File: config.mk
export PLATFORM = sky130hd
export DESIGN_NAME = kth_apb_responder
export DESIGN_NICKNAME = d
export VERILOG_FILES = /design/src/rtl/kth_apb_responder.sv
export SDC_FILE = /design/constraint.sdc
export NUM_CORES = 1
export LEC_CHECK = 0
export ABC_AREA = 1
export CAP_MARGIN = 10
export CORE_AREA = 5 5 266 268
export DETAILED_ROUTE_END_ITERATION = 7
export DIE_AREA = 0 0 271 273
export PLACE_DENSITY_LB_ADDON = 0.2
export RECOVER_POWER = 50
export SLEW_MARGIN = 10
export SYNTH_ARGS = -nofsm -noshare
export SYNTH_HDL_FRONTEND = slang
export SYNTH_SLANG_ARGS = --single-unit
File: constraint.sdc
create_clock -name clk_in -period 31.7 [get_ports clk_in]
set_input_delay 6.34 -clock clk_in [delete_from_list [all_inputs] [get_ports clk_in]]
set_output_delay 6.34 -clock clk_in [all_outputs]
set_load 0.05 [all_outputs]
File: src/rtl/kth_apb_responder.sv
// kth_apb_responder: APB3 slave bridging a CPU to a fabric's instruction memory,
// input line buffer, output line buffer (one-line read cache) and control words.
module kth_apb_responder #(
  parameter logic [31:0] INSTR_BASE_ADDR    = 32'h0000_0000,
  parameter logic [31:0] DATA_IN_BASE_ADDR  = 32'h0000_1000,
  parameter logic [31:0] DATA_OUT_BASE_ADDR = 32'h0000_2000,
  parameter logic [31:0] CTRL_BASE_ADDR     = 32'h0000_3000
) (
  input  logic         clk_in,
  input  logic         reset_int,
  input  logic [31:0]  PADDR,
  input  logic         PSEL,
  input  logic         PENABLE,
  input  logic         PWRITE,
  input  logic [31:0]  PWDATA,
  output logic [31:0]  PRDATA,
  output logic         PREADY,
  output logic         PSLVERR,
  output logic         instr_wr_en,
  output logic [9:0]   instr_wr_addr,
  output logic [31:0]  instr_wr_data,
  output logic [7:0]   cell_row,
  output logic [7:0]   cell_col,
  output logic         din_wr_en,
  output logic [6:0]   din_wr_addr,
  output logic [255:0] din_wr_data,
  output logic         dout_rd_en,
  output logic [6:0]   dout_rd_addr,
  input  logic [255:0] dout_rd_data,
  output logic         call,
  input  logic         ret,
  output logic         irq
);
  typedef enum logic {IDLE, CAPT} state_e;
  state_e state_q, state_d;
  logic [7:0] cell_row_q, cell_col_q;
  logic [255:0] stage_q, line_q;
  logic [6:0] din_addr_q, tag_q;
  logic din_en_q, valid_q, call_q, busy_q, done_q, irq_en_q;
  logic act, in_instr, in_din, in_dout, in_ctrl, err, hit, miss, wr, call_wr;
  logic [31:0] ctrl_rd;
  logic unused_ok;
  assign unused_ok = &{1'b0, PADDR[1:0]};
  // Reset gates every bus-facing output through act.
  assign act = PSEL & PENABLE & ~reset_int;
  assign in_instr = PADDR[31:12] == INSTR_BASE_ADDR[31:12];
  assign in_din = PADDR[31:12] == DATA_IN_BASE_ADDR[31:12];
  assign in_dout = PADDR[31:12] == DATA_OUT_BASE_ADDR[31:12];
  assign in_ctrl = PADDR[31:4] == CTRL_BASE_ADDR[31:4];
  assign err = ~(in_instr | in_din | in_dout | in_ctrl) | (PWRITE & (in_dout | (in_ctrl & PADDR[3:2] == 2'd2)));
  assign hit = valid_q & (tag_q == PADDR[11:5]);
  assign miss = act & in_dout & ~PWRITE & ~hit & (state_q == IDLE);
  assign wr = act & PREADY & PWRITE & ~err;
  assign call_wr = wr & in_ctrl & (PADDR[3:2] == 2'd1) & PWDATA[0];
  always_ff @(posedge clk_in or posedge reset_int) begin
    if (reset_int) state_q <= IDLE;
    else state_q <= state_d;
  end
  always_comb begin
    state_d = (state_q == CAPT) ? IDLE : (miss ? CAPT : IDLE);
  end
  always_comb begin
    ctrl_rd = (PADDR[3:2] == 2'd0) ? {16'b0, cell_row_q, cell_col_q} :
              (PADDR[3:2] == 2'd2) ? {30'b0, busy_q, done_q} :
              (PADDR[3:2] == 2'd3) ? {31'b0, irq_en_q} : 32'b0;
    PREADY = ~(miss | (state_q == CAPT));
    PSLVERR = act & err;
    PRDATA = (~act | err) ? 32'b0 :
             in_dout ? (hit ? line_q[32*PADDR[4:2] +: 32] : 32'b0) :
             in_ctrl ? ctrl_rd : 32'b0;
    dout_rd_en = miss;
    dout_rd_addr = PADDR[11:5];
    instr_wr_en = wr & in_instr;
    instr_wr_addr = PADDR[11:2];
    instr_wr_data = PWDATA;
  end
  always_ff @(posedge clk_in or posedge reset_int) begin
    if (reset_int) begin
      cell_row_q <= '0;
      cell_col_q <= '0;
      stage_q <= '0;
      line_q <= '0;
      din_addr_q <= '0;
      tag_q <= '0;
      din_en_q <= 1'b0;
      valid_q <= 1'b0;
      call_q <= 1'b0;
      busy_q <= 1'b0;
      done_q <= 1'b0;
      irq_en_q <= 1'b0;
    end else begin
      din_en_q <= wr & in_din & (PADDR[4:2] == 3'd7);
      call_q <= call_wr;
      if (wr & in_din) stage_q[32*PADDR[4:2] +: 32] <= PWDATA;
      if (wr & in_din & (PADDR[4:2] == 3'd7)) din_addr_q <= PADDR[11:5];
      if (wr & in_ctrl & (PADDR[3:2] == 2'd0)) {cell_row_q, cell_col_q} <= PWDATA[15:0];
      if (wr & in_ctrl & (PADDR[3:2] == 2'd3)) irq_en_q <= PWDATA[0];
      if (call_wr) begin
        busy_q <= 1'b1;
        done_q <= 1'b0;
      end else if (ret) begin
        busy_q <= 1'b0;
        done_q <= 1'b1;
      end
      // Tag is claimed at the miss; the line becomes valid only once captured.
      if (miss) begin
        tag_q <= PADDR[11:5];
        valid_q <= 1'b0;
      end
      if (state_q == CAPT) begin
        line_q <= dout_rd_data;
        valid_q <= 1'b1;
      end
      if (call_wr) valid_q <= 1'b0;
    end
  end
  assign cell_row = cell_row_q;
  assign cell_col = cell_col_q;
  assign din_wr_en = din_en_q;
  assign din_wr_addr = din_addr_q;
  assign din_wr_data = stage_q;
  assign call = call_q;
  assign irq = done_q & irq_en_q;
endmodule

==> results summary, run 1 <==
The reported max-cap violation count came out at 5. The final hold violation count is 0. The total of flip-flops plus latches after synthesis came out at 549. The cell at the root of the clock tree is sky130_fd_sc_hd__clkbuf_16. The number of setup buffers added after CTS came out at 0.

The floorplan step set the die height to between 200 and 300 um. The total number of nets in the final design came out at 4295. The CTS buffer count is 61. The average footprint of a synthesized cell came out at between 7 and 8 um2.

The leakage dissipation is around 17 nW. The clock period minus final worst setup slack came out at 18.94 ns. The number of cell rows is between 90 and 100.

The clock arrives with between 0.015 and 0.02 ns of skew. The port buffer count is 690. Setup violations remaining at the end of the flow were counted as 0. The tree built by TritonCTS fans out to 549 sinks. The number of placed cells counting well taps came out at approximately 4800.

The class of the most critical hold timing path is register to register. The pin count of the biggest net entering global routing came out at 237. The via count normalized by instance count came out at a little over 5. The sequential standard cell area came out at about 14000 um2.

Counting flops with a built-in enable in the synthesized netlist gives 0. The async set-reset flop share out of synthesis came out at 100%. The global-route total usage across every layer is between 20% and 30%. The total power density per cell area is about 44 nW/um2. The final-layout setup total negative slack is 0 ns. The worst-case vdd ir drop is roughly 0.000042 V.

The design area came out at 35200 um2. For the worst setup path, the data required time is around 25 ns. The die boundary width came out at about 270 um.

The flow ran to the end, but the final reports show violations. The number of fill cells in the layout came out at a little under 7000. The synthesized instance count is about 3400. The number of hold buffers added after CTS was 0.

The final non-filler cell total came out at slightly below 5000. In the routed design, unresolved DRC markers number 0. The mapped cell area came out at between 20000 and 30000 um2.

The sequential-to-total area share from yosys stat came out at around 53%. The deepest clock path buffer count came out at 3. The worst setup path is of the input pin to output port kind.

For this run, the number of Yosys warnings is 0. The post-synthesis net count came out at approximately 3800. The number of nets with antenna violations after detailed routing came out at 0.

After detailed routing, the total wire length is roughly 100000 um. The post-route core utilization is roughly 52%. The total congestion overflow came out at 0.

The worst min-delay path startpoint is din_wr_data[226]. The clock reaches the later pin of the worst-skew pair after 0.64 ns. The first-pass detailed-route iteration total is 6.

The boundary pin count came out at 693. The sort of element at the end of the critical path is an output port. The total area inside the core boundary comes to around 70000 um2. The most instantiated flip-flop cell in the synthesis netlist is sky130_fd_sc_hd__dfrtp_1. In this run the worst path has a maximum fanout of 87.

The congestion estimate from routability-driven global placement came to around 0.9. The worst register-to-register path begins at state_q. The register clock-pin slew on the reported worst setup and hold paths came out at 0.06 ns.

Once the floorplan was initialized, standard cells occupied between 30% and 40% of the core. Setup repair after global routing left no endpoint under its margin. For the pin with the worst max-slew slack, the measured transition is 8.24 ns. In this run, post-CTS repair resized a total of 0 instances. The maximum clock frequency came out at about 0.053 GHz. The wire length of the first global-routing pass is about 150000 um. TritonCTS built the clock tree. Tracing the worst setup path back leads to its startpoint at reset_int.

Dividing the detail-routed wire length by the instance count gives roughly 21 um. The initial antenna violation count came out at 40. The sum of net half-perimeters after detailed placement is 71700 um. The worst slew margin relative to its limit is -449%.

The footprint of the multi-input gates is around 10000 um2. The number of global-route vias before repair is 23500. Counting distinct cell types in the post-synthesis netlist gives 26.

STA puts the critical path data arrival time at ~13 ns. The die footprint came out at roughly 74000 um2. The period utilization came out at 59.8%.

The worst setup path is launched from an input pin. CTS built an H-tree with a depth of 2. The total via count in the routed design is between 20000 and 25000.

The total count of max-transition violations in the final report came out at between 400 and 500. The synthesis-to-finish area growth is 35.2%. The layout cell share with drive strength beyond 1 is 4.16%. The checks that failed: max-capacitance violations, max-slew violations.

The violation count after the first detailed-route iteration is about 2300. The instance area at placement came out at 33100 um2. The total power of the final layout is approximately 1.6 mW.
==> worst paths after layout <==
path                                     to  slack [ns]  depth (start not counted)
max                              PRDATA[29]       12.76                          8
min                        din_wr_data[226]        0.46                          2
max reg2reg                din_wr_data[125]       27.80                          9
min reg2reg                din_wr_data[226]        0.46                          2
max in group asynchronous  din_wr_data[194]       14.87                          5
min in group asynchronous    din_wr_addr[4]        7.32                          2
==> metal layers <==
layer / up-vias / GRT usage (%) / wire [um] / part of all wire [%]
met5: - / 0 / 119 / 0.11
met4: 22 / 12.9 / 5520 / 5.3
met3: 267 / 6.60 / 8580 / 8.2
met2: 1034 / 43.4 / 48600 / 47
met1: 11700 / 34.3 / 41400 / 40
li1: 11900 / - / - / -
==> power breakdown <==
part | switching, mW | internal, mW | total [mW]
Sequential | 0.000000912 | 0.701 | 0.701
Combinational | 0.0988 | 0.0472 | 0.146
Clock | 0.305 | 0.407 | 0.712
==> state kept, by name, indices dropped and copies added (netlist names), 7 cells and up <==
register     count
cell_col         8
cell_row         8
din_wr_addr      7
din_wr_data    256
line_q         256
tag_q            7
==> metrics by stage <==
step | hold WS, ns | setup WS, ns
after floorplan | 0.442 | 4.36
after global placement | 0.452 | 14.91
after detailed placement | 0.457 | 14.96
after CTS | 0.472 | 14.91
after global routing | 0.482 | 11.61
final | 0.464 | 12.76
==> cells in the final DEF, fill, tap and decap left out, types with 5 or more instances in the layout <==
cell type,n
sky130_fd_sc_hd__inv_2,5
sky130_fd_sc_hd__nor2_1,169
sky130_fd_sc_hd__nor3_1,137
sky130_fd_sc_hd__clkbuf_16,61
sky130_fd_sc_hd__nor2_2,8
sky130_fd_sc_hd__dfrtp_1,548
sky130_fd_sc_hd__inv_1,205
sky130_fd_sc_hd__nand2_1,1462
sky130_fd_sc_hd__clkbuf_1,21
sky130_fd_sc_hd__diode_2,24
sky130_fd_sc_hd__clkdlybuf4s50_1,377
sky130_fd_sc_hd__nand3_1,110
sky130_fd_sc_hd__buf_4,41
sky130_fd_sc_hd__clkbuf_8,13
sky130_fd_sc_hd__nand4_1,44
sky130_fd_sc_hd__nor4_1,18
sky130_fd_sc_hd__o211ai_1,12
sky130_fd_sc_hd__dlygate4sd3_1,310
sky130_fd_sc_hd__clkinv_2,16
sky130_fd_sc_hd__a21oi_1,168
sky130_fd_sc_hd__o21ai_0,255
==> critical path: stages <==
cell and delay (ns):
sky130_fd_sc_hd__dlygate4sd3_1 0.54, sky130_fd_sc_hd__clkinvlp_2 2.86, sky130_fd_sc_hd__nand3_1 1.13, sky130_fd_sc_hd__inv_1 0.20, sky130_fd_sc_hd__nand3_2 0.12, sky130_fd_sc_hd__buf_4 0.37
sky130_fd_sc_hd__nor4_1 0.15, sky130_fd_sc_hd__clkdlybuf4s50_1 0.75
==> cell families after synthesis <==
| family | Yosys count | synth area share [%] |
|---|---|---|
| fa+ha+maj | 5 | 0.241 |
| buf+inv | 496 | 8.11 |
| flops | 549 | 52.8 |
| xor+xnor | 2 | 0.0674 |
| simple gates | 1955 | 30.2 |
| compound gates | 438 | 8.59 |
==> cell usage after synthesis, drive strengths merged (18+ instances only) <==
cell / number / area [um2]
a21oi: 168 / 841
buf: 115 / 678
clkbuf: 165 / 619
dfrtp: 549 / 13700
inv: 213 / 800
nand2: 1462 / 5490
nand3: 112 / 566
nand4: 45 / 297
nor2: 178 / 676
nor3: 138 / 696
nor4: 18 / 113
o21ai: 255 / 1280
==> layout make-up <==
type / instances / area share [%]
repair buffers: 736 / 20.6
clock inverters: 23 / 0.637
clock buffers: 90 / 4.99
well taps: 882 / 3.14
inverters: 216 / 2.32
diodes: 24 / 0.171
flip-flops and latches: 549 / 39.1
multi-input cells: 2400 / 29.0
Note: power is estimated with default switching activity, not from simulation.
==> inputs of run 2 (changes only) <==
==> constraint.sdc (replaced) <==
create_clock -name clk_in -period 18.55 [get_ports clk_in]
set_input_delay 3.71 -clock clk_in [delete_from_list [all_inputs] [get_ports clk_in]]
set_output_delay 3.71 -clock clk_in [all_outputs]
set_load 0.05 [all_outputs]
==> results summary, run 2 (synthesis results as in run 1) <==
The via count normalized by instance count was 5.06 (was 5.07). The worst-case vdd ir drop is 0.0000775 V (was 0.0000420 V). The boundary pin count is 693 (unchanged). The number of hold buffers added after cts is 0 (unchanged). The origin of the critical flop-to-flop path is state_q (unchanged). The design area came out at 35200 um2 (about the same). The register clock-pin slew on the reported worst setup and hold paths came out at 0.06 ns (about the same). The final-layout setup total negative slack came out at 0 ns (unchanged).

The deepest clock path buffer count is 3 (unchanged). The global-route total usage across every layer is 26.8% (was 27.0%). The number of cell rows is 96 (unchanged). The sort of element at the start of the critical path is an input pin (unchanged).

The detailed-route wire length per cell is 21.1 um (was 21.2 um). The register share of total power came out at 44.9% (was 45.0%). The instance area at placement came out at 33100 um2 (about the same). The total power density per cell area came out at 75.8 nW/um2 (was 44.3 nW/um2).

The die boundary width came out at 271 um (unchanged). The cell at the slowest stage of the critical path is sky130_fd_sc_hd__clkdlybuf4s50_1 (was sky130_fd_sc_hd__clkinvlp_2). Failing checks: max-capacitance violations, max-slew violations (unchanged).

The number of global-route vias before repair came out at 23700 (was 23500). The first element of the critical path is PADDR[10] (was reset_int). The sum of net half-perimeters after detailed placement came to 71300 um (was 71700 um). The overall die height came out at 273 um (unchanged). The port buffer count is 690 (unchanged). The worst slew margin relative to its limit came out at -170% (was -449%). The wire length of the first global-routing pass came out at 152000 um (was 153000 um). The first-pass detailed-route iteration total came out at 5 (was 6).

The part of the power in combinational logic was 9.4% (about the same). The reported max-cap violation count is 4 (was 5). The post-route worst hold slack came out at 0.463 ns (was 0.464 ns). The source-to-sink clock delay at the later pin of the worst-skew pair was 0.63 ns (was 0.64 ns). The data arrival time of the critical path is 8.04 ns (was 12.60 ns). The die footprint came out at 74000 um2 (unchanged). The class of the most critical hold timing path is register to register (unchanged). The DRC violation count after routing is 0 (unchanged). Unrepaired setup endpoints after global routing: false (unchanged). The commonest non-fill, non-tap cell in the layout is sky130_fd_sc_hd__nand2_1 (unchanged).

The clock sink count is 549 (unchanged). The leakage dissipation was 17.3 nW (was 16.6 nW). The share of total power consumed by net switching came out at 25.7% (was 25.9%). The layout cell share with drive strength beyond 1 was 4.02% (was 4.16%).

The number of setup buffers added after CTS is 0 (unchanged). The total routed wirelength is 104000 um (about the same). The CTS buffer count is 59 (was 61). The pin count of the biggest net entering global routing is 209 (was 237).

The maximum single-stage delay on the critical path came to 0.89 ns (was 2.86 ns). The number of placed cells counting well taps came out at 4780 (was 4783). Cells along the critical path: clkdlybuf4s50_1, inv_1, nand2_1, o21ai_0, or2_2, or2_2, nor2_1, nand2_1, inv_1, nand3_1, a21oi_1, clkdlybuf4s50_1 (was dlygate4sd3_1, clkinvlp_2, nand3_1, inv_1, nand3_2, buf_4, nor4_1, clkdlybuf4s50_1). The cell at the root of the clock tree is sky130_fd_sc_hd__clkbuf_16 (unchanged).

The count of cells along the worst hold path came to 2 (unchanged). The total number of nets in the final design is 4290 (was 4295). The worst reg2reg path depth is 9 (unchanged). Of the available clock period, the critical path in the final layout requires a little under two thirds. The worst hold endpoint is din_wr_data[76] (was din_wr_data[226]).

The TritonCTS clock tree is done (unchanged). The final non-filler cell total is 4918 (was 4920). The end of the worst register-to-register path is din_wr_data[132] (was din_wr_data[125]). The final hold violation count is 0 (unchanged). The initial antenna violation count is 47 (was 40). The worst-case register-to-register setup slack is 14.71 ns (was 27.80 ns). The worst endpoint required time came to 14.84 ns (was 25.36 ns). Outcome: finished, violations left (unchanged). Most used cells in the layout excluding fill and tap cells: sky130_fd_sc_hd__nand2_1 (1462), sky130_fd_sc_hd__dfrtp_1 (548), sky130_fd_sc_hd__dlygate4sd3_1 (515) (was sky130_fd_sc_hd__nand2_1 (1462), sky130_fd_sc_hd__dfrtp_1 (548), sky130_fd_sc_hd__clkdlybuf4s50_1 (377)). The routability congestion estimate came to 0.878 (was 0.885). The deepest level of the CTS H-tree is 2 (unchanged).

The top cell family by delay on the critical path is buffers and inverters (unchanged). The worst-margin pin slew is 4.06 ns (was 8.24 ns). The sort of element at the end of the critical path is an output port (unchanged).

The cell-internal power is 1.98 mW (was 1.15 mW). The worst-case clock skew was 0.0134 ns (was 0.0198 ns). The maximum clock frequency came out at 0.0851 GHz. The total count of max-transition violations in the final report came out at 221 (was 434).

The post-route core utilization is 51.6% (about the same). The total via count in the routed design came out at 24900 (about the same). The post-cts gate resize count came to 0 (unchanged). The number of nets with antenna violations after detailed routing came out at 0 (unchanged). The core region area is 68100 um2 (unchanged). The critical path buffer and inverter count came out at 4 (was 5). The worst min-delay path startpoint was din_wr_data[76] (was din_wr_data[226]). The synthesis-to-finish area growth came out at 35.2% (about the same). The violation count after the first detailed-route iteration is 2405 (was 2275).

The total congestion overflow is 0 (unchanged). The net switching power came out at 0.684 mW (was 0.404 mW). The effective utilization at floorplan came out at 38.2% (unchanged). The category of the critical setup timing path is input pin to output port (unchanged). The biggest fanout along the worst timing path came out at 17 (was 87).

The number of failing setup endpoints in the final timing report is 0 (unchanged). The share of power burned in the clock network is 45.7% (about the same). The clock period minus final worst setup slack came out at around 12 ns.
[run 2: cell count changes in the layout (fill, tap and decap cells not counted), moves of 3 or more]
cell,change
sky130_fd_sc_hd__buf_4,-3
sky130_fd_sc_hd__clkbuf_8,+3
sky130_fd_sc_hd__clkdlybuf4s50_1,-205
sky130_fd_sc_hd__clkinv_2,-4
sky130_fd_sc_hd__diode_2,+6
sky130_fd_sc_hd__dlygate4sd3_1,+205
[run 2: worst max-delay path by stage]
stage                            end  depth (start not counted)
after global placement    PRDATA[15]                         12
final                     PRDATA[15]                         12
after floorplan           PRDATA[17]                          6
after global routing      PRDATA[15]                         12
after detailed placement  PRDATA[15]                         12
after CTS                 PRDATA[15]                         12
[run 2: worst register-to-register path: cells and delay by family (launching register included)]
kind,cells,cell delay (ns)
buf+inv,4,1.22
simple gates,5,1.77
flops,1,0.74
[run 2: final cells by class]
| type | count | area [um2] |
|---|---|---|
| clock buffer | 90 | 1740 |
| fill | 6676 | 32900 |
| sequential | 549 | 13700 |
| timing repair buffer | 733 | 7240 |
| multi-input combinational | 2400 | 10200 |
| tap | 882 | 1100 |
| clock inverter | 18 | 228 |
| antenna | 30 | 75.1 |
| inverter | 216 | 817 |
[run 2: routing by layer]
layer,track usage (%),routed length [um],up-vias
met5,0,132,-
met4,13.4,5860,24
met3,5.86,8050,266
met2,43.6,48700,1019
met1,33.8,40900,11700
li1,-,-,11900
[run 2: power groups by stage]
stage	sequential [mW]	combinational (mW)	clock (mW)
after floorplan	1.22	0.121	0
after global placement	1.22	0.260	0
after detailed placement	1.22	0.260	0
after CTS	1.20	0.260	1.24
after global routing	1.20	0.266	1.29
final	1.20	0.249	1.22
[run 2: per-stage QoR]
| step | setup slack [ns] | power [mW] |
|---|---|---|
| 5_1_grt | 6.51 | 2.75 |
| 4_1_cts | 6.82 | 2.70 |
| 2_1_floorplan | 1.65 | 1.34 |
| 3_5_place_dp | 6.85 | 1.48 |
| 6_report | 6.80 | 2.67 |
| 3_3_place_gp | 6.85 | 1.48 |
==> inputs of run 3 (changes only) <==
--- a/config.mk
+++ b/config.mk
@@ -7,9 +7,9 @@
 export LEC_CHECK = 0
 export ABC_AREA = 1
 export CAP_MARGIN = 10
-export CORE_AREA = 5 5 266 268
+export CORE_AREA = 5 5 264 266
 export DETAILED_ROUTE_END_ITERATION = 7
-export DIE_AREA = 0 0 271 273
+export DIE_AREA = 0 0 269 271
 export PLACE_DENSITY_LB_ADDON = 0.2
 export RECOVER_POWER = 50
 export SLEW_MARGIN = 10
==> constraint.sdc (replaced) <==
create_clock -name clk_in -period 10.3 [get_ports clk_in]
set_input_delay 2.06 -clock clk_in [delete_from_list [all_inputs] [get_ports clk_in]]
set_output_delay 2.06 -clock clk_in [all_outputs]
set_load 0.05 [all_outputs]
==> results summary, run 3 (synthesis results as in run 1) <==
The class of the most critical hold timing path was register to register (unchanged). The cell at the root of the clock tree is sky130_fd_sc_hd__clkbuf_16 (unchanged). Failing checks: max-capacitance violations, max-slew violations (unchanged). The worst reg2reg path depth came out at 4 (was 9). The final hold violation count is 0 (unchanged). The end of the worst register-to-register path was line_q[145] (was din_wr_data[132]). The number of nets with antenna violations after detailed routing is 0 (unchanged).

The number of global-route vias before repair was 23900 (was 23700). The cell-internal power came out at 3.60 mW (was 1.98 mW). The leakage dissipation came out at 16.8 nW (was 17.3 nW). The sort of element at the end of the critical path is an output port (unchanged).

The total count of max-transition violations in the final report came out at 476 (was 221). The sort of element at the start of the critical path was an input pin (unchanged). The violation count after the first detailed-route iteration is 2416 (was 2405). The DRC violation count after routing came out at 0 (unchanged). The total power of the final layout is 4.82 mW (was 2.67 mW). The boundary pin count came to 693 (unchanged). The source-to-sink clock delay at the later pin of the worst-skew pair is 0.63 ns (about the same). The global-route total usage across every layer came out at 27.8% (was 26.8%). The core region area is 66800 um2 (was 68100 um2). The worst min-delay path startpoint was din_wr_data[230] (was din_wr_data[76]). The net switching power is 1.22 mW (was 0.684 mW). The worst-case clock skew came out at 0.0132 ns (was 0.0134 ns). The initial antenna violation count is 35 (was 47).

The origin of the critical flop-to-flop path is state_q (unchanged). The data arrival time of the critical path came out at 6.54 ns (was 8.04 ns). The overall die height is 271 um (was 273 um). The share of total power consumed by net switching came out at 25.4% (was 25.7%). The number of hold buffers added after cts is 0 (unchanged). The biggest fanout along the worst timing path is 35 (was 17). The worst-case register-to-register setup slack came out at 1.93 ns (was 14.71 ns).

The period utilization is around 83%. The category of the critical setup timing path is input pin to output port (unchanged). The total routed wirelength came out at 105000 um (was 104000 um). The clock sink count came out at 549 (unchanged). The pin count of the biggest net entering global routing came to 228 (was 209). The TritonCTS clock tree is done (unchanged). The part of the power in combinational logic came out at 9.6% (was 9.4%). The register clock-pin slew on the reported worst setup and hold paths is 0.06 ns (about the same). The CTS buffer count came to 59 (unchanged). The worst-case vdd ir drop is 0.000146 V (was 0.0000775 V).

The number of setup buffers added after CTS came to 0 (unchanged). The effective utilization at floorplan is 38.9% (was 38.2%). The number of cell rows is 95 (was 96). Unrepaired setup endpoints after global routing: false (unchanged). The post-route core utilization is 52.9% (was 51.6%). The die boundary width came to 269 um (was 271 um).

The share of power burned in the clock network is 45.6% (was 45.7%). The deepest clock path buffer count came to 3 (unchanged). The total via count in the routed design came out at 25100 (was 24900). The commonest non-fill, non-tap cell in the layout is sky130_fd_sc_hd__nand2_1 (unchanged).

The deepest level of the CTS H-tree is 2 (unchanged). The footprint of the multi-input gates is 10400 um2 (was 10200 um2). The number of failing setup endpoints in the final timing report came out at 0 (unchanged). The register share of total power is 44.8% (was 44.9%).

The detailed-route wire length per cell came out at 21.4 um (was 21.1 um). The count of cells along the worst hold path came to 2 (unchanged). The port buffer count is 690 (unchanged). The post-cts gate resize count is 0 (unchanged). The sum of net half-perimeters after detailed placement came out at 73100 um (was 71300 um). Most used cells in the layout excluding fill and tap cells: sky130_fd_sc_hd__nand2_1 (1461), sky130_fd_sc_hd__dfrtp_1 (548), sky130_fd_sc_hd__clkdlybuf4s50_1 (498) (was sky130_fd_sc_hd__nand2_1 (1462), sky130_fd_sc_hd__dfrtp_1 (548), sky130_fd_sc_hd__dlygate4sd3_1 (515)). The layout cell share with drive strength beyond 1 is 4.99% (was 4.02%). The reported max-cap violation count is 5 (was 4). The via count normalized by instance count was 5.12 (was 5.06).

The number of fill cells in the layout came to 6567 (was 6676). The sequential standard cell area came to 13700 um2 (unchanged). The clock period minus final worst setup slack came out at 8.60 ns.

The total congestion overflow was 0 (unchanged). The die footprint is 72900 um2 (was 74000 um2). The worst slew margin relative to its limit is -402% (was -170%). The worst hold endpoint is din_wr_data[230] (was din_wr_data[76]). The total number of nets in the final design came to 4293 (was 4290). The worst endpoint required time is 8.24 ns (was 14.84 ns). The routability congestion estimate came out at 0.864 (was 0.878).

The synthesis-to-finish area growth came to 35.8% (was 35.2%). The total power density per cell area came out at 136 nW/um2 (was 75.8 nW/um2). The first-pass detailed-route iteration total came out at 6 (was 5).

Outcome: finished, violations left (unchanged). The wire length of the first global-routing pass came out at 154000 um (was 152000 um). The worst-margin pin slew came to 7.53 ns (was 4.06 ns).

The maximum clock frequency is about 0.12 GHz.
-- run 3: metal layers --
metal | vias to the layer above | GRT usage (%) | wire length [um]
li1 | 11900 | - | -
met1 | 11900 | 35.0 | 40300
met2 | 1018 | 45.9 | 50400
met3 | 234 | 6.62 | 9350
met4 | 22 | 11.2 | 4660
met5 | - | 0 | 154
-- run 3: final cells by class --
type / instances / area share, %
diodes: 22 / 0.156
clock buffers: 88 / 5.12
clock inverters: 18 / 0.510
inverters: 216 / 2.31
multi-input cells: 2400 / 29.3
flip-flops and latches: 549 / 38.9
well taps: 873 / 3.09
repair buffers: 736 / 20.6
-- run 3: power by group through the flow --
stage | clock network, mW | registers (mW) | logic [mW]
floorplan | 0 | 2.20 | 0.220
global placement | 0 | 2.20 | 0.469
finish | 2.20 | 2.16 | 0.464
detailed placement | 0 | 2.20 | 0.469
global route | 2.33 | 2.16 | 0.494
CTS | 2.23 | 2.16 | 0.470
-- run 3: how the worst max path moves through the flow --
stage,from,to,cells after the start
2_1_floorplan,reset_int,PRDATA[27],6
3_3_place_gp,PADDR[10],PRDATA[6],13
3_5_place_dp,PADDR[10],PRDATA[6],13
4_1_cts,PADDR[10],PRDATA[6],13
5_1_grt,state_q,line_q[94],3
6_report,PADDR[4],PRDATA[31],11
-- run 3: per-stage QoR --
step	TNS [ns]	hold slack [ns]	cells	area [um2]	worst slack (ns)
2_1_floorplan	-541.35	0.442	3445	26200	-3.18
3_3_place_gp	0	0.452	4773	33300	2.38
3_5_place_dp	0	0.457	4773	33300	2.38
4_1_cts	0	0.472	4879	35300	2.36
5_1_grt	0	0.479	4896	35300	1.22
6_report	0	0.463	4902	35300	1.70
-- run 3: worst max-delay path: stages --
cell and delay [ns]:
sky130_fd_sc_hd__buf_2 0.10, sky130_fd_sc_hd__inv_1 1.14, sky130_fd_sc_hd__nand2_1 0.10, sky130_fd_sc_hd__nor2_1 0.16, sky130_fd_sc_hd__nand2_1 0.06, sky130_fd_sc_hd__nor2_1 0.13
sky130_fd_sc_hd__nand2_1 0.15, sky130_fd_sc_hd__nand3_1 0.27, sky130_fd_sc_hd__nand3_2 0.66, sky130_fd_sc_hd__nor4_1 0.71, sky130_fd_sc_hd__clkdlybuf4s50_1 0.94
